<file path="config.mk">
export PLATFORM = sky130hd
export DESIGN_NAME = mem_stage_flat
export DESIGN_NICKNAME = d
export VERILOG_FILES = /design/src/rtl/mem_stage_pkg.sv /design/src/rtl/mem_stage_if.sv /design/src/rtl/mem_stage_load_align.sv /design/src/rtl/mem_stage.sv /design/src/flat_wrapper.sv
export SDC_FILE = /design/constraint.sdc
export NUM_CORES = 1
export LEC_CHECK = 0
export BUFFER_PORTS_ARGS = -buffer_cell sky130_fd_sc_hd__clkbuf_2
export CORE_MARGIN = 1.5
export CORE_UTILIZATION = 46
export CTS_BUF_LIST = sky130_fd_sc_hd__clkbuf_16
export DETAILED_ROUTE_END_ITERATION = 10
export PLACE_DENSITY = 0.78
export SYNTH_ARGS = -nofsm -noshare
export SYNTH_HDL_FRONTEND = slang
export SYNTH_SLANG_ARGS = --single-unit
export TNS_END_PERCENT = 20
</file>
<file path="constraint.sdc">
create_clock -name clk -period 3 [get_ports clk]
set_input_delay 0 -clock clk [delete_from_list [all_inputs] [get_ports clk]]
set_output_delay 0 -clock clk [all_outputs]
set_load 0.01 [all_outputs]
</file>
<file path="src/rtl/mem_stage_pkg.sv">
// Shared widths, load op codes and bus layouts for the MEM pipeline stage.
// Struct field order matches the packed bus layouts exchanged with EX, WB and ID.
package mem_stage_pkg;

    localparam int ES_TO_MS_WD = 75;
    localparam int MS_TO_WS_WD = 70;
    localparam int MS_FWD_WD   = 39;

    localparam logic [2:0] LD_W  = 3'b000;
    localparam logic [2:0] LD_B  = 3'b001;
    localparam logic [2:0] LD_H  = 3'b010;
    localparam logic [2:0] LD_BU = 3'b011;
    localparam logic [2:0] LD_HU = 3'b100;

    typedef struct packed {
        logic        wait_resp;
        logic        res_from_mem;
        logic [2:0]  ld_op;
        logic        rf_we;
        logic [4:0]  dest;
        logic [31:0] pc;
        logic [31:0] alu_result;
    } es_to_ms_t;

    typedef struct packed {
        logic        rf_we;
        logic [4:0]  dest;
        logic [31:0] pc;
        logic [31:0] final_result;
    } ms_to_ws_t;

    typedef struct packed {
        logic        fwd_we;
        logic        fwd_stall;
        logic [4:0]  dest;
        logic [31:0] final_result;
    } ms_fwd_t;

    // Internal state made visible for checkers.
    typedef struct packed {
        logic ms_valid;
        logic resp_got;
        logic drop_one;
    } ms_dbg_t;

endpackage

</file>
<file path="src/rtl/mem_stage_if.sv">
// Signal bundle around the MEM stage: EX->MEM, MEM->WB, data-SRAM response, flush and forwarding.
// Handshake: a transfer happens on a rising edge where valid and the receiver's allow_in are both 1.
interface mem_stage_if;
    import mem_stage_pkg::*;

    logic                   es_to_ms_valid;
    logic [ES_TO_MS_WD-1:0] es_to_ms_bus;
    logic                   ms_allow_in;
    logic                   ms_to_ws_valid;
    logic [MS_TO_WS_WD-1:0] ms_to_ws_bus;
    logic                   ws_allow_in;
    logic                   data_sram_data_ok;
    logic [31:0]            data_sram_rdata;
    logic                   flush;
    logic [MS_FWD_WD-1:0]   ms_fwd_bus;
    ms_dbg_t                dbg;

    modport master (
        input  es_to_ms_valid, es_to_ms_bus, ws_allow_in,
        input  data_sram_data_ok, data_sram_rdata, flush,
        output ms_allow_in, ms_to_ws_valid, ms_to_ws_bus, ms_fwd_bus, dbg
    );

    modport slave (
        output es_to_ms_valid, es_to_ms_bus, ws_allow_in,
        output data_sram_data_ok, data_sram_rdata, flush,
        input  ms_allow_in, ms_to_ws_valid, ms_to_ws_bus, ms_fwd_bus, dbg
    );

endinterface

</file>
<file path="src/rtl/mem_stage_load_align.sv">
// Selects and extends the addressed byte/half of a 32-bit load word.
// Misaligned halves are not trapped here; the address check lives in EX.
module load_align
    import mem_stage_pkg::*;
(
    input  logic [2:0]  ld_op,
    input  logic [1:0]  addr,
    input  logic [31:0] rdata,
    output logic [31:0] result
);

    logic [7:0]  byte_sel;
    logic [15:0] half_sel;

    always_comb begin
        byte_sel = rdata[7:0];
        case (addr)
            2'd0: byte_sel = rdata[7:0];
            2'd1: byte_sel = rdata[15:8];
            2'd2: byte_sel = rdata[23:16];
            2'd3: byte_sel = rdata[31:24];
            default: byte_sel = rdata[7:0];
        endcase
        half_sel = addr[1] ? rdata[31:16] : rdata[15:0];
    end

    always_comb begin
        result = rdata;
        case (ld_op)
            LD_W:    result = rdata;
            LD_B:    result = {{24{byte_sel[7]}}, byte_sel};
            LD_H:    result = {{16{half_sel[15]}}, half_sel};
            LD_BU:   result = {24'b0, byte_sel};
            LD_HU:   result = {16'b0, half_sel};
            default: result = rdata;
        endcase
    end

endmodule

</file>
<file path="src/rtl/mem_stage.sv">
// MEM stage: holds one instruction from EX, waits for its data-SRAM response,
// buffers a response that arrives while WB stalls, and drops responses of flushed loads.
module mem_stage
    import mem_stage_pkg::*;
(
    input  logic        clk,
    input  logic        rst,
    mem_stage_if.master bus
);

    es_to_ms_t   payload;
    logic        ms_valid;
    logic        resp_got;
    logic        drop_one;
    logic [31:0] rdata_buf;

    logic        rsp;
    logic        waiting;
    logic        ms_ready_go;
    logic        allow_in;
    logic        to_ws_valid;
    logic        leave;
    logic        accept;
    logic [31:0] ld_data;
    logic [31:0] aligned;
    logic [31:0] final_result;
    ms_to_ws_t   ws_out;
    ms_fwd_t     fwd_out;

    always_comb begin
        rsp         = bus.data_sram_data_ok && !drop_one;
        waiting     = ms_valid && payload.wait_resp && !resp_got;
        ms_ready_go = !payload.wait_resp || resp_got || rsp;
        allow_in    = !ms_valid || (ms_ready_go && bus.ws_allow_in);
        to_ws_valid = ms_valid && ms_ready_go && !bus.flush;
        leave       = to_ws_valid && bus.ws_allow_in;
        accept      = bus.es_to_ms_valid && allow_in && !bus.flush;
    end

    always_ff @(posedge clk or posedge rst) begin
        if (rst) begin
            ms_valid <= 1'b0;
            payload  <= '0;
        end else begin
            if (bus.flush) begin
                ms_valid <= 1'b0;
            end else if (allow_in) begin
                ms_valid <= bus.es_to_ms_valid;
            end
            if (accept) begin
                payload <= es_to_ms_t'(bus.es_to_ms_bus);
            end
        end
    end

    // A response that WB cannot take this cycle is parked until the instruction leaves.
    always_ff @(posedge clk or posedge rst) begin
        if (rst) begin
            resp_got  <= 1'b0;
            rdata_buf <= '0;
        end else if (bus.flush || leave) begin
            resp_got <= 1'b0;
        end else if (rsp && waiting && !bus.ws_allow_in) begin
            resp_got  <= 1'b1;
            rdata_buf <= bus.data_sram_rdata;
        end
    end

    // A killed load whose request is still in flight owes us one response to discard.
    // If the owed response arrives in the same cycle a new one becomes owed, the flag stays set.
    always_ff @(posedge clk or posedge rst) begin
        if (rst) begin
            drop_one <= 1'b0;
        end else if (bus.flush && waiting && !rsp) begin
            drop_one <= 1'b1;
        end else if (bus.data_sram_data_ok && drop_one) begin
            drop_one <= 1'b0;
        end
    end

    assign ld_data = resp_got ? rdata_buf : bus.data_sram_rdata;

    load_align u_load_align (
        .ld_op  (payload.ld_op),
        .addr   (payload.alu_result[1:0]),
        .rdata  (ld_data),
        .result (aligned)
    );

    assign final_result = payload.res_from_mem ? aligned : payload.alu_result;

    always_comb begin
        ws_out.rf_we         = payload.rf_we;
        ws_out.dest          = payload.dest;
        ws_out.pc            = payload.pc;
        ws_out.final_result  = final_result;
        fwd_out.fwd_we       = ms_valid && payload.rf_we;
        fwd_out.fwd_stall    = ms_valid && payload.res_from_mem && !ms_ready_go;
        fwd_out.dest         = payload.dest;
        fwd_out.final_result = final_result;
    end

    assign bus.ms_allow_in    = allow_in;
    assign bus.ms_to_ws_valid = to_ws_valid;
    assign bus.ms_to_ws_bus   = ws_out;
    assign bus.ms_fwd_bus     = fwd_out;
    assign bus.dbg            = '{ms_valid: ms_valid, resp_got: resp_got, drop_one: drop_one};

endmodule

</file>
<file path="src/flat_wrapper.sv">
// flat-port wrapper written by rule: the top's interface ports become plain ports
module mem_stage_flat import mem_stage_pkg::*;
  (clk, rst, bus_es_to_ms_valid, bus_es_to_ms_bus, bus_ws_allow_in, bus_data_sram_data_ok, bus_data_sram_rdata, bus_flush, bus_ms_allow_in, bus_ms_to_ws_valid, bus_ms_to_ws_bus, bus_ms_fwd_bus, bus_dbg);
  mem_stage_if bus_i ();
  input  logic clk;
  input  logic rst;
  input wire logic [$bits(bus_i.es_to_ms_valid)-1:0] bus_es_to_ms_valid;
  input wire logic [$bits(bus_i.es_to_ms_bus)-1:0] bus_es_to_ms_bus;
  input wire logic [$bits(bus_i.ws_allow_in)-1:0] bus_ws_allow_in;
  input wire logic [$bits(bus_i.data_sram_data_ok)-1:0] bus_data_sram_data_ok;
  input wire logic [$bits(bus_i.data_sram_rdata)-1:0] bus_data_sram_rdata;
  input wire logic [$bits(bus_i.flush)-1:0] bus_flush;
  output wire logic [$bits(bus_i.ms_allow_in)-1:0] bus_ms_allow_in;
  output wire logic [$bits(bus_i.ms_to_ws_valid)-1:0] bus_ms_to_ws_valid;
  output wire logic [$bits(bus_i.ms_to_ws_bus)-1:0] bus_ms_to_ws_bus;
  output wire logic [$bits(bus_i.ms_fwd_bus)-1:0] bus_ms_fwd_bus;
  output wire logic [$bits(bus_i.dbg)-1:0] bus_dbg;
  assign bus_i.es_to_ms_valid = bus_es_to_ms_valid;
  assign bus_i.es_to_ms_bus = bus_es_to_ms_bus;
  assign bus_i.ws_allow_in = bus_ws_allow_in;
  assign bus_i.data_sram_data_ok = bus_data_sram_data_ok;
  assign bus_i.data_sram_rdata = bus_data_sram_rdata;
  assign bus_i.flush = bus_flush;
  assign bus_ms_allow_in = bus_i.ms_allow_in;
  assign bus_ms_to_ws_valid = bus_i.ms_to_ws_valid;
  assign bus_ms_to_ws_bus = bus_i.ms_to_ws_bus;
  assign bus_ms_fwd_bus = bus_i.ms_fwd_bus;
  assign bus_dbg = bus_i.dbg;
  mem_stage u_core (.clk(clk), .rst(rst), .bus(bus_i));
endmodule
</file>
==> results_dict.tcl, run 1 <==
set metrics [dict create \
    grt_pass1_wl_um 29010 \
    required_ns 3.00 \
    async_flop_share 1.000 \
    slowest_stage "dfrtp_2" \
    ir_drop_mv 0.3595 \
    critical_path_class "flip-flop to output port" \
    min_period_over_period 0.8988 \
    antenna_found_initial 1 \
    cts_hold_buf 113 \
    synth_top_area_share 0.4375 \
    synth_top_area_cell "dfrtp_1" \
    dr.pass1.iters 6 \
    cts_buffers 9 \
    outcome "finished, final reports clean" \
    drv_slew 0 \
    final.setup_skew_ns 0.006986 \
    post_cts_resized 0 \
    drcViolationCount 0 \
    synth_compound_area_frac 0.08990 \
    die_x_um 119.9 \
    vias 5307 \
    max_cap_violations 0 \
    gp_congestion 0.9054 \
    met1_usage 0.3280 \
    synth-adder-area-share 0 \
    fmax_ghz 0.3709 \
    num-nets-final 917 \
    yosysUniqueCellTypes 48 \
    cp.arrival_ns 2.70 \
    io_pins 227 \
    grt_max_degree 90 \
    clk_pin_slew_ns 0.07 \
    synth_edf_count 0 \
    netlist_instances 557 \
    hold_ws_ns 0.2137 \
    path_buf_inv 2 \
    core_mm2 0.01330 \
    clock_latency_ns 0.36 \
    rows 42 \
    die-area_mm2 0.01439 \
    slowest_delay_ns 0.46 \
    start_util 0.4732 \
    yosys.area_share.xor_xnor 0.001392 \
    critPathTopFamily "compound AO/OA/AOI/OAI gates" \
    syn_nets 670 \
    p_total_mw 5.104 \
    wl_per_cell_um 18.80 \
    drt_iter0_markers 305 \
    dp_hpwl_um 12610 \
    worstSetupStartpointType "flip-flop" \
    min_path_type "input port to flip-flop" \
    cts_max_path_buffers 2 \
    synth_seq_area_share 0.4375 \
    cp_max_fo 19 \
    die_y_um 119.9 \
    leakage_nw 3.899 \
    ys_warn_count 0 \
    endpoint_kind "output port" \
    utilization 0.6312 \
    grt_setup_unrepaired "no" \
    grt_pass1_vias 5595 \
    routed_wl_um 18540 \
    viasPerCell 5.382 \
    grt_busiest_layer "met2" \
    area_delta_synth_final_pct 33.39 \
    slew_headroom 0.2741 \
    postPlaceCellArea_mm2 0.006975 \
    grt_use_met2 0.4307 \
    fin_area_mm2 0.008392 \
    use_met3 0.05656 \
    tightestPinTransition_ns 1.089 \
    ant_nets 0 \
    cts_tree "done" \
    muxShareOfSynthArea 0.2737 \
    io_buffer_count 226 \
    synth_top_family_by_area "multiplexers" \
    htree_levels 3 \
    cts_setup_buffers 0 \
    cts_root_buffer "clkbuf_16" \
    drive_above_1_share 0.4870 \
    ys_ff_latch 110 \
    setup_tns_ns 0 \
    syn_area_mm2 0.006291 \
    synth-simple-area-share 0.07001 \
    synth_area_leaders "dfrtp_1 (44%), mux2_2 (23%), buf_4 (10%)" \
    crit_chain "buf_4 -> mux2_2 -> o22a_1 -> a31oi_4 -> a31oi_1 -> clkbuf_2" \
    fin_crit_ns 2.696 \
    setup_viol 0 \
    power_density_mw_per_mm2 608.2 \
    avgSynthCellArea_um2 11.29 \
    ys.flop_type "dfrtp_1" \
    gr-total-overflow 0 \
    hold_viol_final 0 \
    track_usage 0.2610 \
    cts_sinks 110 \
]
## Yosys cell counts, types with 2 or more instances
cell type and number:
a21oi_1 9, a221oi_1 3, a22oi_1 2, a31oi_1 27, a32oi_1 2, a41oi_1 2
and2_1 2, buf_2 11, buf_4 86, buf_6 3, clkbuf_1 13, dfrtp_1 110
inv_1 5, mux2_2 128, mux2i_1 16, mux4_1 2, mux4_2 3, nand2_1 25
nand2b_1 5, nand3_1 5, nor2_1 45, nor3_1 2, nor4bb_1 2, o211ai_1 3
o21a_1 6, o21ai_0 10, o22ai_1 6, or2_2 4
## report_power, final
part | leakage [nW] | switching (mW) | internal [mW]
registers | 1.33 | 0.225 | 1.79
clock network | 0.133 | 0.586 | 0.576
logic | 2.44 | 1.03 | 0.897
total | 3.90 | 1.84 | 3.27
## cells in the final DEF (no fill, tap or decap), types with 8 or more instances in the layout
cell / count
clkbuf_2: 226
a21oi_1: 8
mux2_2: 128
o21ai_0: 10
nand2_1: 25
nor2_1: 45
clkbuf_16: 9
mux2i_1: 16
buf_4: 8
a31oi_1: 27
dlygate4sd3_1: 113
dfrtp_1: 108
## worst paths after layout
| path | slack (ns) | start | endpoint | cells past startpoint |
|---|---|---|---|---|
| setup / recovery | 0.30 | u_core.resp_got$_DFFE_PP0P_ | bus_ms_fwd_bus[16] | 6 |
| hold / removal | 0.21 | bus_es_to_ms_valid | u_core.payload[31]$_DFFE_PP0P_ | 4 |
| setup reg to reg | 0.82 | u_core.drop_one$_DFFE_PP0P_ | u_core.payload[23]$_DFFE_PP0P_ | 5 |
| hold reg to reg | 0.51 | u_core.rdata_buf[20]$_DFFE_PP0P_ | u_core.rdata_buf[20]$_DFFE_PP0P_ | 1 |
| max in group asynchronous | 1.60 | rst | u_core.payload[72]$_DFFE_PP0P_ | 4 |
| min in group asynchronous | 0.49 | rst | u_core.bus.ms_to_ws_bus[32]$_DFFE_PP0P_ | 3 |
## worst reg2reg max path, cell delays in order (launching register included)
cell,delay [ns]
dfrtp_1,0.40
and2b_1,0.29
o21ai_1,0.18
a21oi_4,0.48
buf_12,0.31
mux2_2,0.41
## per-layer routing
| metal | up-vias | part of all wire |
|---|---|---|
| met4 | 0 | 0.030 |
| met2 | 263 | 0.49 |
| li1 | 2403 | - |
| met1 | 2599 | 0.41 |
| met3 | 42 | 0.070 |
| met5 | - | 0 |
## flip-flops by register name (all words and copies together), names as in the netlist
| register | cells |
|---|---|
| u_core.bus.ms_to_ws_bus | 33 |
| u_core.payload | 37 |
| u_core.rdata_buf | 32 |
| u_core.resp_got | 1 |
| u_core.bus.ms_fwd_bus | 5 |
| u_core.ms_valid | 1 |
| u_core.drop_one | 1 |
## logic make-up after synthesis
logic type,after synthesis
multiplexers,149
buffers and inverters,118
flip-flops,110
AND/OR/NAND/NOR,97
AO/OA/AOI/OAI,82
XOR/XNOR,1
## cell type report
| class | instances | area [µm²] |
|---|---|---|
| Antenna cell | 1 | 2.502 |
| Clock buffer | 9 | 225.2 |
| Clock inverter | 7 | 57.56 |
| Fill cell | 1024 | 4903 |
| Inverter | 5 | 21.27 |
| Multi-Input combinational cell | 329 | 2748 |
| Sequential cell | 110 | 2755 |
| Tap cell | 176 | 220.2 |
| Timing Repair Buffer | 349 | 2362 |
## stage by stage
stage / setup WS [ns] / cells
after detailed placement: 0.7122 / 856
after global placement: 0.7738 / 856
after global routing: 0.1955 / 986
final: 0.3036 / 986
after floorplan: 0.09770 / 557
after CTS: 0.3209 / 985
(Power assumes the default switching activity.)
==> run 2: changes to the inputs <==
Settings changed: SETUP_SLACK_MARGIN from default to 0.5.
==> run 2 against run 1 <==
  * Via count is 0.38% lower
  * Largest cell class is now multi-input combinational cells
  * Clock power barely moved
  * Global-route usage grew 0.38 points
  * Critical path type unchanged
==> results_dict.tcl, run 2 (same netlist as run 1, synthesis figures left out) <==
set metrics [dict create \
    dr.pass1.iters 5 \
    n_antenna_cell 0 \
    drv_slew 0 \
    io_pins 227 \
    rows 42 \
    regMostFlops "u_core.payload" \
    ant_nets 0 \
    grt_pass1_vias 5488 \
    tightestPinTransition_ns 0.7586 \
    min_period_over_period 0.8444 \
    fin_area_mm2 0.008486 \
    critical_path_class "flip-flop to output port" \
    reg2reg_slack_ns 0.80 \
    fmax_ghz 0.3948 \
    max_cap_violations 0 \
    slew_headroom 0.4932 \
    cts_buffers 9 \
    gr-total-overflow 0 \
    grt_pass1_wl_um 29340 \
    ir_drop_mv 0.2916 \
    endpoint_kind "output port" \
    gp_congestion 0.9171 \
    viasPerCell 5.340 \
    cts_sinks 110 \
    cts_root_buffer "clkbuf_16" \
    layout_common_cells "clkbuf_2 (225), mux2_2 (128), dlygate4sd3_1 (113), dfrtp_1 (108), nor2_1 (45)" \
    largest_reg_flops 37 \
    cts_max_path_buffers 2 \
    drive_above_1_share 0.5000 \
    clock_latency_ns 0.35 \
    clk_pin_slew_ns 0.08 \
    dp_hpwl_um 12460 \
    required_ns 3.00 \
    die_y_um 119.9 \
    postPlaceCellArea_mm2 0.006967 \
    final.setup_skew_ns 0.006249 \
    path_buf_inv 3 \
    htree_levels 3 \
    slowest_delay_ns 0.58 \
    track_usage 0.2648 \
    vias 5287 \
    reg2reg_to "u_core.payload[21]$_DFFE_PP0P_" \
    grt_max_degree 61 \
    grt_setup_unrepaired "yes" \
    hold_viol_final 0 \
    cts_tree "done" \
    mostFrequentLayoutCell "clkbuf_2" \
    slowest_stage "mux4_1" \
    leakage_nw 3.932 \
    drcViolationCount 0 \
    setup_tns_ns 0 \
    start_util 0.4732 \
    outcome "finished, final reports clean" \
    num-nets-final 922 \
    io_buffer_count 226 \
    fin_crit_ns 2.533 \
    crit_chain "buf_4 -> mux4_1 -> nor4bb_2 -> a31oi_4 -> buf_12 -> a31oi_1 -> clkbuf_2" \
    cp.arrival_ns 2.53 \
    routed_wl_um 18780 \
    power_density_mw_per_mm2 603.8 \
    die_x_um 119.9 \
    drt_iter0_markers 336 \
    min_path_type "input port to asynchronous set/reset pin" \
    antenna_found_initial 0 \
    reg2reg_depth 5 \
    area_delta_synth_final_pct 34.88 \
    wl_per_cell_um 18.97 \
    worstSetupStartpointType "flip-flop" \
    r2r-start "u_core.resp_got$_DFFE_PP0P_" \
    setup_viol 0 \
    die-area_mm2 0.01439 \
    critPathTopFamily "multiplexers" \
    core_mm2 0.01330 \
    cp_max_fo 16 \
]
[run 2: per-stage QoR]
stage / power [mW] / hold WS, ns / utilization / worst slack, ns / std cells
2_1_floorplan: 3.411 / 0.06641 / - / 1.073 / 557
3_5_place_dp: 3.802 / 0.1680 / 0.5240 / 0.6906 / 858
6_report: 5.123 / 0.3051 / 0.6382 / 0.4669 / 990
4_1_cts: 5.067 / 0.3502 / 0.6321 / 0.4308 / 988
3_3_place_gp: 3.754 / 0.1633 / 0.5240 / 0.7133 / 858
5_1_grt: 5.386 / 0.3796 / 0.6382 / 0.4268 / 990
[run 2: worst max path at each step]
stage	cells past startpoint	endpoint	start
floorplan	7	bus_ms_to_ws_bus[24]	u_core.payload[70]$_DFFE_PP0P_
global placement	6	bus_ms_fwd_bus[16]	u_core.resp_got$_DFFE_PP0P_
detailed placement	6	bus_ms_to_ws_bus[16]	u_core.resp_got$_DFFE_PP0P_
CTS	5	bus_ms_fwd_bus[11]	u_core.resp_got$_DFFE_PP0P_
global route	7	bus_ms_to_ws_bus[16]	u_core.resp_got$_DFFE_PP0P_
finish	7	bus_ms_to_ws_bus[31]	u_core.resp_got$_DFFE_PP0P_
[run 2: where the power goes]
group          switching [mW]  internal (mW)  leakage (nW)  total (mW)
Combinational            1.06          0.923          2.47        1.99
Sequential              0.207           1.79          1.33        2.00
Clock                   0.570          0.567         0.135        1.14
[run 2: worst register-to-register path, stage by stage (launching register included)]
cell and delay [ns]:
dfrtp_2 0.51, nand2b_1 0.23, o21ai_1 0.16, a21oi_4 0.18, buf_4 0.54, mux2_2 0.46
[run 2: final cells by class]
cell class	count	area, µm²
multi-input combinational	329	2809
fill	1005	4810
clock inverter	7	50.05
sequential	110	2755
tap	176	220.2
inverter	5	22.52
timing repair buffer	354	2404
clock buffer	9	225.2
[run 2: per-layer routing]
metal,vias up,track usage,share of wire
met5,-,0,0
met3,47,0.04848,0.061
met2,242,0.4361,0.48
met4,0,0.1205,0.037
li1,2419,-,-
met1,2579,0.3393,0.42
[run 2: what timing repair did]
action | 4_1_cts | 5_1_grt
setup buffers | 1 | 2
setup endpoints to repair | 48 | 56
pin swaps | 1 | 0
hold endpoints to repair | 143 | 0
hold buffers | 113 | 0
resized for setup | 2 | 14
cloned | 0 | 0
==> run 3: changes to the inputs <==
Settings changed: CORE_UTILIZATION 46 to 50, PLACE_DENSITY 0.78 to 0.8.
Clock period 3 ns to 2.7 ns, I/O delays scaled along.
==> run 3 against run 2 <==
  * Total power up 24%
  * Critical endpoint is now bus_ms_to_ws_bus[6]
  * Count of clock-buffer cells in the layout unchanged
  * Cell count increased by 1.4%
  * Critical path depth rose by 1
==> results_dict.tcl, run 3 (same netlist as run 1, synthesis figures left out) <==
set metrics [dict create \
    outcome "finished, final reports clean" \
    cts_tree "done" \
    wl_per_cell_um 20.27 \
    routed_wl_um 20350 \
    worstSetupStartpointType "flip-flop" \
    net-switching-power_mw 2.252 \
    cts_root_buffer "clkbuf_16" \
    core_mm2 0.01216 \
    num-nets-final 944 \
    n_antenna_cell 0 \
    rows 40 \
    postPlaceCellArea_mm2 0.006982 \
    fin_crit_ns 2.345 \
    drv_slew 0 \
    p_sw_frac 0.3555 \
    leakage_nw 4.181 \
    drive_above_1_share 0.5622 \
    dp_hpwl_um 12140 \
    critical_path_class "flip-flop to output port" \
    comb_power_share 0.405 \
    cts_max_path_buffers 2 \
    htree_levels 3 \
    io_buffer_count 226 \
    largest_reg_flops 37 \
    gp_congestion 0.9004 \
    grt_max_degree 76 \
    reg2reg_slack_ns 0.55 \
    reg2reg_to "u_core.payload[22]$_DFFE_PP0P_" \
    vias 5593 \
    io_pins 227 \
    clk_pin_slew_ns 0.07 \
    area_delta_synth_final_pct 46.22 \
    setup_tns_ns 0 \
    clock_latency_ns 0.36 \
    dr.pass1.iters 5 \
    drt_iter0_markers 394 \
    utilization 0.7564 \
    cp.arrival_ns 2.35 \
    max_cap_violations 0 \
    drcViolationCount 0 \
    grt_pass1_vias 5562 \
    final.setup_skew_ns 0.009317 \
    antenna_found_initial 0 \
    die_x_um 115.2 \
    power.internal_mw 4.082 \
    track_usage 0.2937 \
    fin_area_mm2 0.009199 \
    cts_sinks 110 \
    power_density_mw_per_mm2 688.6 \
    grt_pass1_wl_um 29580 \
    place_inst 850 \
    grt_setup_unrepaired "yes" \
    ant_nets 0 \
    die-area_mm2 0.01326 \
    hold_viol_final 0 \
    die_y_um 115.2 \
    cp_max_fo 8 \
    start_util 0.5173 \
    clkPwrFrac 0.230 \
    slew_headroom 0.4173 \
    regMostFlops "u_core.payload" \
    reg2reg_depth 6 \
    ir_drop_mv 0.5208 \
    min_path_type "input port to asynchronous set/reset pin" \
    tightestPinTransition_ns 0.8722 \
    endpoint_kind "output port" \
    min_period_over_period 0.8686 \
    required_ns 2.70 \
    fmax_ghz 0.4264 \
    gr-total-overflow 0 \
    pwr-share-seq 0.364 \
    cts_buffers 9 \
    viasPerCell 5.571 \
    r2r-start "u_core.resp_got$_DFFE_PP0P_" \
    setup_viol 0 \
    layout_common_cells "clkbuf_2 (209), mux2_2 (122), dlygate4sd3_1 (113), dfrtp_1 (104), nor2_1 (44)" \
    crit_start "u_core.resp_got$_DFFE_PP0P_" \
    mostFrequentLayoutCell "clkbuf_2" \
    final_cells 1004 \
    hold_ws_ns 0.3497 \
]
## run 3: through the flow
stage	power [mW]	worst slack, ns
finish	6.334	0.3548
floorplan	3.789	0.7733
detailed placement	4.234	0.3780
global route	6.622	0.2813
global placement	4.171	0.4525
CTS	6.004	0.4248
## run 3: worst max path at each step
| stage | endpoint | slack, ns | cells past startpoint |
|---|---|---|---|
| finish | bus_ms_to_ws_bus[6] | 0.35 | 8 |
| global route | bus_ms_fwd_bus[23] | 0.28 | 7 |
| CTS | bus_ms_to_ws_bus[20] | 0.42 | 7 |
| detailed placement | bus_ms_to_ws_bus[31] | 0.38 | 6 |
| global placement | bus_ms_fwd_bus[16] | 0.45 | 6 |
| floorplan | bus_ms_to_ws_bus[24] | 0.77 | 7 |
## run 3: layout make-up
type | count | area (µm²)
fillers | 749 | 2963
clock inverters | 7 | 101.3
flip-flops and latches | 110 | 2763
inverters | 5 | 22.52
repair buffers | 376 | 2709
clock buffers | 9 | 225.2
well taps | 168 | 210.2
multi-input cells | 329 | 3168
## run 3: repair_timing
item                                    in CTS  in global routing
endpoints found under the setup margin      64                139
pin swaps                                    2                 13
gates cloned                                 0                  2
gates resized for setup                     44                 71
hold buffers                               113                  0
setup buffers                               10                 13
hold endpoints to repair                   148                  0
## run 3: power groups by stage
stage	Clock (mW)	Sequential, mW	Combinational (mW)
after floorplan	0	2.15	1.64
after global placement	0	2.26	1.91
after detailed placement	0	2.28	1.95
after CTS	1.49	2.26	2.26
after global routing	1.55	2.34	2.73
final	1.46	2.31	2.57
## run 3: per-layer routing
metal  track usage  vias up  part of all wire
li1              -     2467                 -
met1        0.3757     2755              0.39
met2        0.4925      319              0.50
met3       0.06906       52             0.080
met4       0.09959        0             0.028
met5             0        -                 0
## run 3: critical path: stages, from the launching register on
cell and delay, ns:
dfrtp_2 0.47, buf_6 0.15, buf_12 0.12, buf_8 0.12
mux2_2 0.37, and2_1 0.19, a32oi_1 0.18, a41oi_2 0.18
buf_2 0.20
